## src/rtl/cpu_axi_bridge_pkg.sv

```systemverilog
// Shared state encoding, AXI IDs/sizes and the latched request payload for cpu_axi_bridge.
package cpu_axi_bridge_pkg;

    localparam int unsigned ADDR_W    = 32;
    localparam int unsigned DATA_W    = 32;
    localparam int unsigned STRB_W    = 4;
    localparam int unsigned LEN_W     = 8;
    localparam int unsigned SIZE_BITS = 3;

    localparam int unsigned INST_ID = 0;
    localparam int unsigned DATA_ID = 1;

    localparam logic [SIZE_BITS-1:0] SIZE_B = 3'd0;
    localparam logic [SIZE_BITS-1:0] SIZE_H = 3'd1;
    localparam logic [SIZE_BITS-1:0] SIZE_W = 3'd2;

    localparam logic [ADDR_W-1:0] WORD_MASK = ~ADDR_W'(3);

    typedef enum logic [2:0] {IDLE, I_AR, I_R, D_AR, D_R, D_AWW, D_B} state_e;

    typedef struct packed {
        logic                 is_data;
        logic [ADDR_W-1:0]    addr;
        logic [STRB_W-1:0]    sel;
        logic [DATA_W-1:0]    wdata;
        logic [SIZE_BITS-1:0] size;
    } req_t;

    // Narrowest AXI size covering a contiguous byte-enable pattern.
    function automatic logic [SIZE_BITS-1:0] size_from_sel(input logic [STRB_W-1:0] sel);
        case (sel)
            4'b0001, 4'b0010, 4'b0100, 4'b1000: size_from_sel = SIZE_B;
            4'b0011, 4'b1100:                   size_from_sel = SIZE_H;
            default:                            size_from_sel = SIZE_W;
        endcase
    endfunction

endpackage

```

## src/rtl/bridge_port_buf.sv

```systemverilog
// Done flag and returned-word buffer for one core port; a killed request's beat is dropped.
module bridge_port_buf
    import cpu_axi_bridge_pkg::*;
(
    input  logic              clk,
    input  logic              rst_n,
    input  logic              capture,
    input  logic              kill,
    input  logic              release_en,
    input  logic [DATA_W-1:0] din,
    output logic              done,
    output logic [DATA_W-1:0] dout
);

    logic killed;

    // Kill is sticky until the in-flight beat returns; capture outranks the release.
    always_ff @(posedge clk or negedge rst_n) begin
        if (!rst_n) begin
            done   <= 1'b0;
            dout   <= '0;
            killed <= 1'b0;
        end else if (capture) begin
            killed <= 1'b0;
            if (!(kill || killed)) begin
                done <= 1'b1;
                dout <= din;
            end else if (release_en) begin
                done <= 1'b0;
            end
        end else begin
            if (kill) begin
                killed <= 1'b1;
            end
            if (release_en) begin
                done <= 1'b0;
            end
        end
    end

endmodule

```

## src/rtl/cpu_axi_bridge.sv

```systemverilog
// Single-outstanding AXI master serving the MIPS core's fetch and load/store ports.
// Define CPU_AXI_BRIDGE_NARROW_SIZE_EN to size data beats from the byte enables.
module cpu_axi_bridge
    import cpu_axi_bridge_pkg::*;
#(
    parameter int unsigned ID_W = 4
) (
    input  logic                 aclk,
    input  logic                 aresetn,
    input  logic                 inst_en,
    input  logic [ADDR_W-1:0]    inst_addr,
    output logic [DATA_W-1:0]    inst_rdata,
    output logic                 i_stall,
    input  logic                 data_en,
    input  logic                 data_wr,
    input  logic [STRB_W-1:0]    data_sel,
    input  logic [ADDR_W-1:0]    data_addr,
    input  logic [DATA_W-1:0]    data_wdata,
    output logic [DATA_W-1:0]    data_rdata,
    output logic                 d_stall,
    input  logic                 longest_stall,
    output logic [ID_W-1:0]      arid,
    output logic [ADDR_W-1:0]    araddr,
    output logic [LEN_W-1:0]     arlen,
    output logic [SIZE_BITS-1:0] arsize,
    output logic                 arvalid,
    input  logic                 arready,
    input  logic [ID_W-1:0]      rid,
    input  logic [DATA_W-1:0]    rdata,
    input  logic                 rlast,
    input  logic                 rvalid,
    output logic                 rready,
    output logic [ID_W-1:0]      awid,
    output logic [ADDR_W-1:0]    awaddr,
    output logic [LEN_W-1:0]     awlen,
    output logic [SIZE_BITS-1:0] awsize,
    output logic                 awvalid,
    input  logic                 awready,
    output logic [DATA_W-1:0]    wdata,
    output logic [STRB_W-1:0]    wstrb,
    output logic                 wlast,
    output logic                 wvalid,
    input  logic                 wready,
    input  logic                 bvalid,
    output logic                 bready
);

    state_e            state;
    req_t              req;
    req_t              i_req;
    req_t              d_req;
    logic              i_done;
    logic              d_done;
    logic              i_cap;
    logic              i_kill;
    logic              d_cap;
    logic [DATA_W-1:0] d_din;
    logic              unused_rid;

    assign i_stall    = inst_en & ~i_done;
    assign d_stall    = data_en & ~d_done;
    assign unused_rid = ^rid;

    // Candidate requests as they will be latched on leaving IDLE.
    always_comb begin
        i_req         = '0;
        i_req.addr    = inst_addr & WORD_MASK;
        i_req.sel     = '1;
        i_req.size    = SIZE_W;
        d_req         = '0;
        d_req.is_data = 1'b1;
        d_req.sel     = data_sel;
        d_req.wdata   = data_wdata;
`ifdef CPU_AXI_BRIDGE_NARROW_SIZE_EN
        d_req.addr    = data_addr;
        d_req.size    = size_from_sel(data_sel);
`else
        d_req.addr    = data_addr & WORD_MASK;
        d_req.size    = SIZE_W;
`endif
    end

    assign arid   = req.is_data ? ID_W'(DATA_ID) : ID_W'(INST_ID);
    assign araddr = req.addr;
    assign arlen  = '0;
    assign arsize = req.size;
    assign awid   = ID_W'(DATA_ID);
    assign awaddr = req.addr;
    assign awlen  = '0;
    assign awsize = req.size;
    assign wdata  = req.wdata;
    assign wstrb  = req.sel;
    assign wlast  = 1'b1;

    assign i_cap  = (state == I_R) & rvalid & rlast;
    assign i_kill = ((state == I_AR) | (state == I_R)) & ~inst_en;
    assign d_cap  = ((state == D_R) & rvalid & rlast) | ((state == D_B) & bvalid);
    // A store completion re-captures the current word so data_rdata is left untouched.
    assign d_din  = (state == D_R) ? rdata : data_rdata;

    bridge_port_buf u_inst_buf (
        .clk        (aclk),
        .rst_n      (aresetn),
        .capture    (i_cap),
        .kill       (i_kill),
        .release_en (~longest_stall),
        .din        (rdata),
        .done       (i_done),
        .dout       (inst_rdata)
    );

    bridge_port_buf u_data_buf (
        .clk        (aclk),
        .rst_n      (aresetn),
        .capture    (d_cap),
        .kill       (1'b0),
        .release_en (~longest_stall),
        .din        (d_din),
        .done       (d_done),
        .dout       (data_rdata)
    );

    // Transaction sequencer; data requests win over fetches in IDLE.
    always_ff @(posedge aclk or negedge aresetn) begin
        if (!aresetn) begin
            state   <= IDLE;
            req     <= '0;
            arvalid <= 1'b0;
            rready  <= 1'b0;
            awvalid <= 1'b0;
            wvalid  <= 1'b0;
            bready  <= 1'b0;
        end else begin
            case (state)
                IDLE: begin
                    if (d_stall) begin
                        req <= d_req;
                        if (data_wr) begin
                            state   <= D_AWW;
                            awvalid <= 1'b1;
                            wvalid  <= 1'b1;
                        end else begin
                            state   <= D_AR;
                            arvalid <= 1'b1;
                        end
                    end else if (i_stall) begin
                        req     <= i_req;
                        state   <= I_AR;
                        arvalid <= 1'b1;
                    end
                end
                I_AR, D_AR: begin
                    if (arready) begin
                        arvalid <= 1'b0;
                        rready  <= 1'b1;
                        state   <= (state == I_AR) ? I_R : D_R;
                    end
                end
                I_R, D_R: begin
                    if (rvalid && rlast) begin
                        rready <= 1'b0;
                        state  <= IDLE;
                    end
                end
                D_AWW: begin
                    if (awready) begin
                        awvalid <= 1'b0;
                    end
                    if (wready) begin
                        wvalid <= 1'b0;
                    end
                    if ((!awvalid || awready) && (!wvalid || wready)) begin
                        state  <= D_B;
                        bready <= 1'b1;
                    end
                end
                D_B: begin
                    if (bvalid) begin
                        bready <= 1'b0;
                        state  <= IDLE;
                    end
                end
                default: state <= IDLE;
            endcase
        end
    end

endmodule

```

## config.mk

```make
export PLATFORM = sky130hd
export DESIGN_NAME = cpu_axi_bridge
export DESIGN_NICKNAME = d
export VERILOG_FILES = /design/src/rtl/cpu_axi_bridge_pkg.sv /design/src/rtl/bridge_port_buf.sv /design/src/rtl/cpu_axi_bridge.sv
export SDC_FILE = /design/constraint.sdc
export NUM_CORES = 1
export LEC_CHECK = 0
export ABC_AREA = 1
export ABC_CLOCK_PERIOD_IN_PS = 1600
export CAP_MARGIN = 25
export CORE_MARGIN = 4
export CORE_UTILIZATION = 30
export DETAILED_ROUTE_END_ITERATION = 8
export PLACE_DENSITY = 0.65
export SETUP_SLACK_MARGIN = 0.15
export SLEW_MARGIN = 10
export SYNTH_ARGS = -nofsm -noshare
export SYNTH_HDL_FRONTEND = slang
export SYNTH_SLANG_ARGS = --single-unit
```

## constraint.sdc

```tcl
create_clock -name aclk -period 1.6 [get_ports aclk]
set_input_delay 0.48 -clock aclk [delete_from_list [all_inputs] [get_ports aclk]]
set_output_delay 0.48 -clock aclk [all_outputs]
set_load 0.005 [all_outputs]
```

; ---- After elaboration in Yosys (flattened, before gate mapping)
; Cells that the tools add are included.
; W data, S select, Z words.
[classes]
n_bitwise = 14
n_reduce_logical = 25
eq_ne = 17
n_mux = 36
[op_table]
columns = op, n
row1 = $mux W72, 2
row2 = $mux W3, 8
row3 = $mux W1, 20
row4 = $ne A2 B2 Y1 const B, 8
row5 = $pmux W3 S5, 1
row6 = $reduce_and A4 Y1, 3
row7 = $reduce_bool A2 Y1, 6
row8 = $pmux W1 S2, 5
row9 = $eq A3 B3 Y1 const B, 3
row10 = $and A1 B1 Y1, 8
row11 = $eq A3 B2 Y1 const B, 2
row12 = $ne A3 B3 Y1 const B, 2
row13 = $reduce_and A2 Y1, 3
row14 = $reduce_and A3 Y1, 2
row15 = $reduce_and A5 Y1, 1
row16 = $not A1 Y1, 4
row17 = $reduce_or A2 Y1, 2
row18 = $eq A3 B1 Y1 const B, 1
row19 = $logic_not A3 Y1, 1
row20 = $logic_or A1 B1 Y1, 3
row21 = $logic_and A1 B1 Y1, 2
row22 = $logic_not A1 Y1, 2
row23 = $ne A2 B1 Y1 const B, 1
row24 = $or A1 B1 Y1, 2
[totals]
output_inout_bits = 202
wordCells = 108
inputBits = 148
register_bits = 147

; ---- Depth between registers and ports, before layout
[logic_depth]
word_depth = 6
ltp_mapped = 9
depth_no_buf = 9

; ---- Modules after synthesis
; Synthesis repeated with hierarchy kept, for this count alone.
[unflattened]
cells_unflattened = 791
area_unflattened_um2 = 6846.6
[by_module_without_submodules]
columns = module, cells_per_inst, area_each_um2, seq_area_each_um2, n_inst
row1 = cpu_axi_bridge, 501, 4121.5, 1901.8, 1
row2 = bridge_port_buf, 145, 1362.6, 850.8, 2

; ---- Least setup slack after synthesis
; No wires, ideal clock.
[synth_timing]
path_kind = input -> output
start = input port data_en
end = output port d_stall
t_required_ns = 1.120
n_path_buf = 1
t_arrival_ns = 1.000
setup_slack_ns = 0.120
path_stages = 3
path_cell_list = nand2_1 > inv_1 > clkbuf_1
[synth_via]
elab_chain_len = 1
[synth_rtl]
columns = item, line_no
row1 = start: declaration, cpu_axi_bridge.sv:14  ; input logic data_en,
row2 = $and A1 B1 Y1, cpu_axi_bridge.sv:61  ; assign d_stall = data_en & ~d_done;
row3 = end: declaration, cpu_axi_bridge.sv:20  ; output logic d_stall,
; No other way between the ends.

; ---- Worst setup path in the final report
[layout_timing]
start = register u_data_buf.done
end = output port d_stall
[layout_via]
elab_chain_len = 2
[layout_rtl]
columns = item, line_no
row1 = start: declaration, bridge_port_buf.sv:11  ; output logic done,
row2 = start signal: assignment, bridge_port_buf.sv:20  ; done <= 1'b0;
row3 = start signal: assignment, bridge_port_buf.sv:26  ; done <= 1'b1;
row4 = start signal: assignment, bridge_port_buf.sv:29  ; done <= 1'b0;
row5 = $not A1 Y1, cpu_axi_bridge.sv:61
row6 = $and A1 B1 Y1, cpu_axi_bridge.sv:61
; No other way between the ends.

==> impl_metrics.json <==
{
  "avgSynthCellArea_um2": 9.514,
  "gr-total-overflow": 0,
  "endpoint_kind": "output pin",
  "clk_latency_ns": 0.42,
  "max_freq_ghz": 0.6359,
  "hold_violations": 0,
  "final_layout_size_suffix_gt1_share_pct": 34.40,
  "worst_slack_ns": 0.02741,
  "startpoint_type": "flip-flop",
  "nets": 1196,
  "syn_area_um2": 6193,
  "maxCapViolCount": 0,
  "rsz0062_at_grt": "yes",
  "hold_ws_ns": 0.4653,
  "cts_tree": "done",
  "via_per_inst": 4.371,
  "final_util_pct": 52.03,
  "power_leakage_uw": 0.005437,
  "worstSetupStartpoint": "u_data_buf.done",
  "cp_data_required_time_ns": 1.12,
  "final_cell_mix": "nand2_1, dfrtp_1, clkdlybuf4s50_1",
  "fill_cells": 1881,
  "seq_area_um2": 3585,
  "r2r_slack_ns": 0.03,
  "final.setup_skew_ns": 0.008015,
  "place.port_buffers": 309,
  "place_congestion": 0.8024,
  "min-delay-path-class": "reg2reg",
  "grt_usage_pct": 18.04,
  "htreeDepth": 4,
  "drt_iter0_markers": 202,
  "power_uw": 19080,
  "die_area_um2": 23010,
  "fin_crit_sh_pct": 98.29,
  "hold_path.startpoint": "arvalid",
  "dieWidth_um": 151.7,
  "multi_input_area_um2": 1918,
  "antenna_found_initial": 0,
  "critPathArrivalTime_ns": 1.09,
  "clock-root-buffer": "clkbuf_16",
  "drc": 0,
  "grt_pass1_vias": 5765,
  "min_period_ns": 1.573,
  "via_count": 5818,
  "dp_slack_ns": -0.5782,
  "seq_area_frac_synth_pct": 57.78,
  "ioPinCount": 350,
  "num_rows": 52,
  "rr_startpoint": "u_data_buf.done",
  "synth_cell_types": 26,
  "cts_num_sinks": 143,
  "synth-seq-cells": 143,
  "avgRoutedWirePerCell_um": 16.76,
  "cts_buffers": 17,
  "syn_inst": 651,
  "dp.final_hpwl_um": 15250,
  "start_util_pct": 30.51,
  "cts.clk_slew.worst_paths_ns": 0.06,
  "ant_nets": 0,
  "first_pass_iters": 5,
  "slew_viol_final": 0,
  "grt_max_degree": 53,
  "area_growth_pct": 70.53,
  "die_h_um": 151.7,
  "num_antenna_cells": 0,
  "cp_max_fo": 2,
  "fin_tns_setup_ns": 0,
  "coreArea_um2": 20300,
  "routed_wl_um": 22310,
  "ir_drop_v": 0.0008295,
  "setup_viol": 0,
  "critPathKind": "reg2out",
  "grt_pass1_wl_um": 31550,
  "power.density_nw_per_um2": 1807,
  "status": "finished, final reports clean",
  "cts_buffer_depth": 2,
  "yosysWarnings": 0,
  "layout_commonest_cell": "nand2_1"
}
[per-layer routing]
metal  vias up  global-route usage [%]  share of wire (%)  wire, um
met1      2724                   22.72                 41      9064
met3        22                   4.997                8.3      1856
met5         -                       0                  0         0
met2       250                   30.07                 49     10950
met4         0                   5.885                2.0       437
li1       2822                       -                  -         -
[through the flow]
stage                     instances  area (um2)
after floorplan                 681        6307
after global placement         1197        9453
after detailed placement       1197        9453
after CTS                      1304       10170
after global routing           1331       10560
final                          1331       10560
[flip-flops by register name (all words and copies together), names as in the netlist]
| name | flops |
|---|---|
| araddr | 30 |
| arsize | 1 |
| arvalid | 1 |
| awvalid | 1 |
| bready | 1 |
| req | 1 |
| rready | 1 |
| state | 3 |
| u_data_buf.done | 1 |
| u_data_buf.dout | 32 |
| u_inst_buf.done | 1 |
| u_inst_buf.dout | 32 |
| u_inst_buf.killed | 1 |
| wdata | 32 |
| wstrb | 4 |
| wvalid | 1 |
[synth_stat cells]
cell / count / area share, %
a22oi_1: 1 / 0.12
buf_6: 5 / 0.91
conb_1: 2 / 0.12
nand2_1: 165 / 10
nand4_1: 3 / 0.30
inv_2: 3 / 0.18
clkbuf_2: 1 / 0.081
or2_2: 1 / 0.10
o22a_1: 4 / 0.57
clkbuf_1: 11 / 0.67
nor2_4: 1 / 0.18
buf_2: 13 / 1.1
nor2_2: 1 / 0.10
o21ai_2: 1 / 0.14
a22o_1: 32 / 4.5
o21ai_1: 11 / 0.89
a21oi_1: 2 / 0.16
inv_1: 52 / 3.2
o21ai_0: 56 / 4.5
a31oi_1: 30 / 3.0
dfrtp_1: 143 / 58
nand3_1: 9 / 0.73
buf_4: 66 / 8.0
nand4_2: 1 / 0.20
nor2_1: 35 / 2.1
nand2_4: 2 / 0.36
[layout make-up]
type | instances | share of cell area (%)
Clock inverter | 15 | 1.670
Multi-Input combinational cell | 387 | 18.16
Inverter | 55 | 2.073
Sequential cell | 143 | 33.94
Timing Repair Buffer | 444 | 36.93
Clock buffer | 17 | 4.028
Tap cell | 270 | 3.199
[power breakdown]
group / switching [uW] / internal [uW]
Combinational: 3780 / 5140
Sequential: 946 / 5140
Clock: 1720 / 2350
[what timing repair did]
| action | CTS | global route |
|---|---|---|
| setup buffers | 72 | 19 |
| gates cloned | 2 | 8 |
| gates resized for setup | 772 | 18 |
| pin swaps | 27 | 3 |
| hold endpoints to repair | 29 | 0 |
| hold buffers | 1 | 0 |
| setup endpoints to repair | 243 | 198 |
[cell families (layout without fill, tap and decap cells)]
family,after synthesis,in the layout,share of synthesized area (%)
and+or+nand+nor,218,218,14.10
buffers and inverters,151,531,14.04
DFF,143,143,57.78
AOI/OAI and AO/OA,137,137,13.96
other,2,32,0.1213
[worst max-delay path, cell delays in order, from the launching register on]
cell and delay (ns):
dfrtp_1 0.37, inv_1 0.06, nand2_2 0.08, inv_2 0.07, buf_6 0.09
[final timing paths]
path	to	cells past startpoint
setup reg to reg	arsize[1]	9
hold reg to reg	arvalid	2
min in group asynchronous	u_inst_buf.dout[25]	2
max in group asynchronous	wdata[29]	3
hold / removal	arvalid	2
setup / recovery	d_stall	4
(Power assumes the default switching activity.)
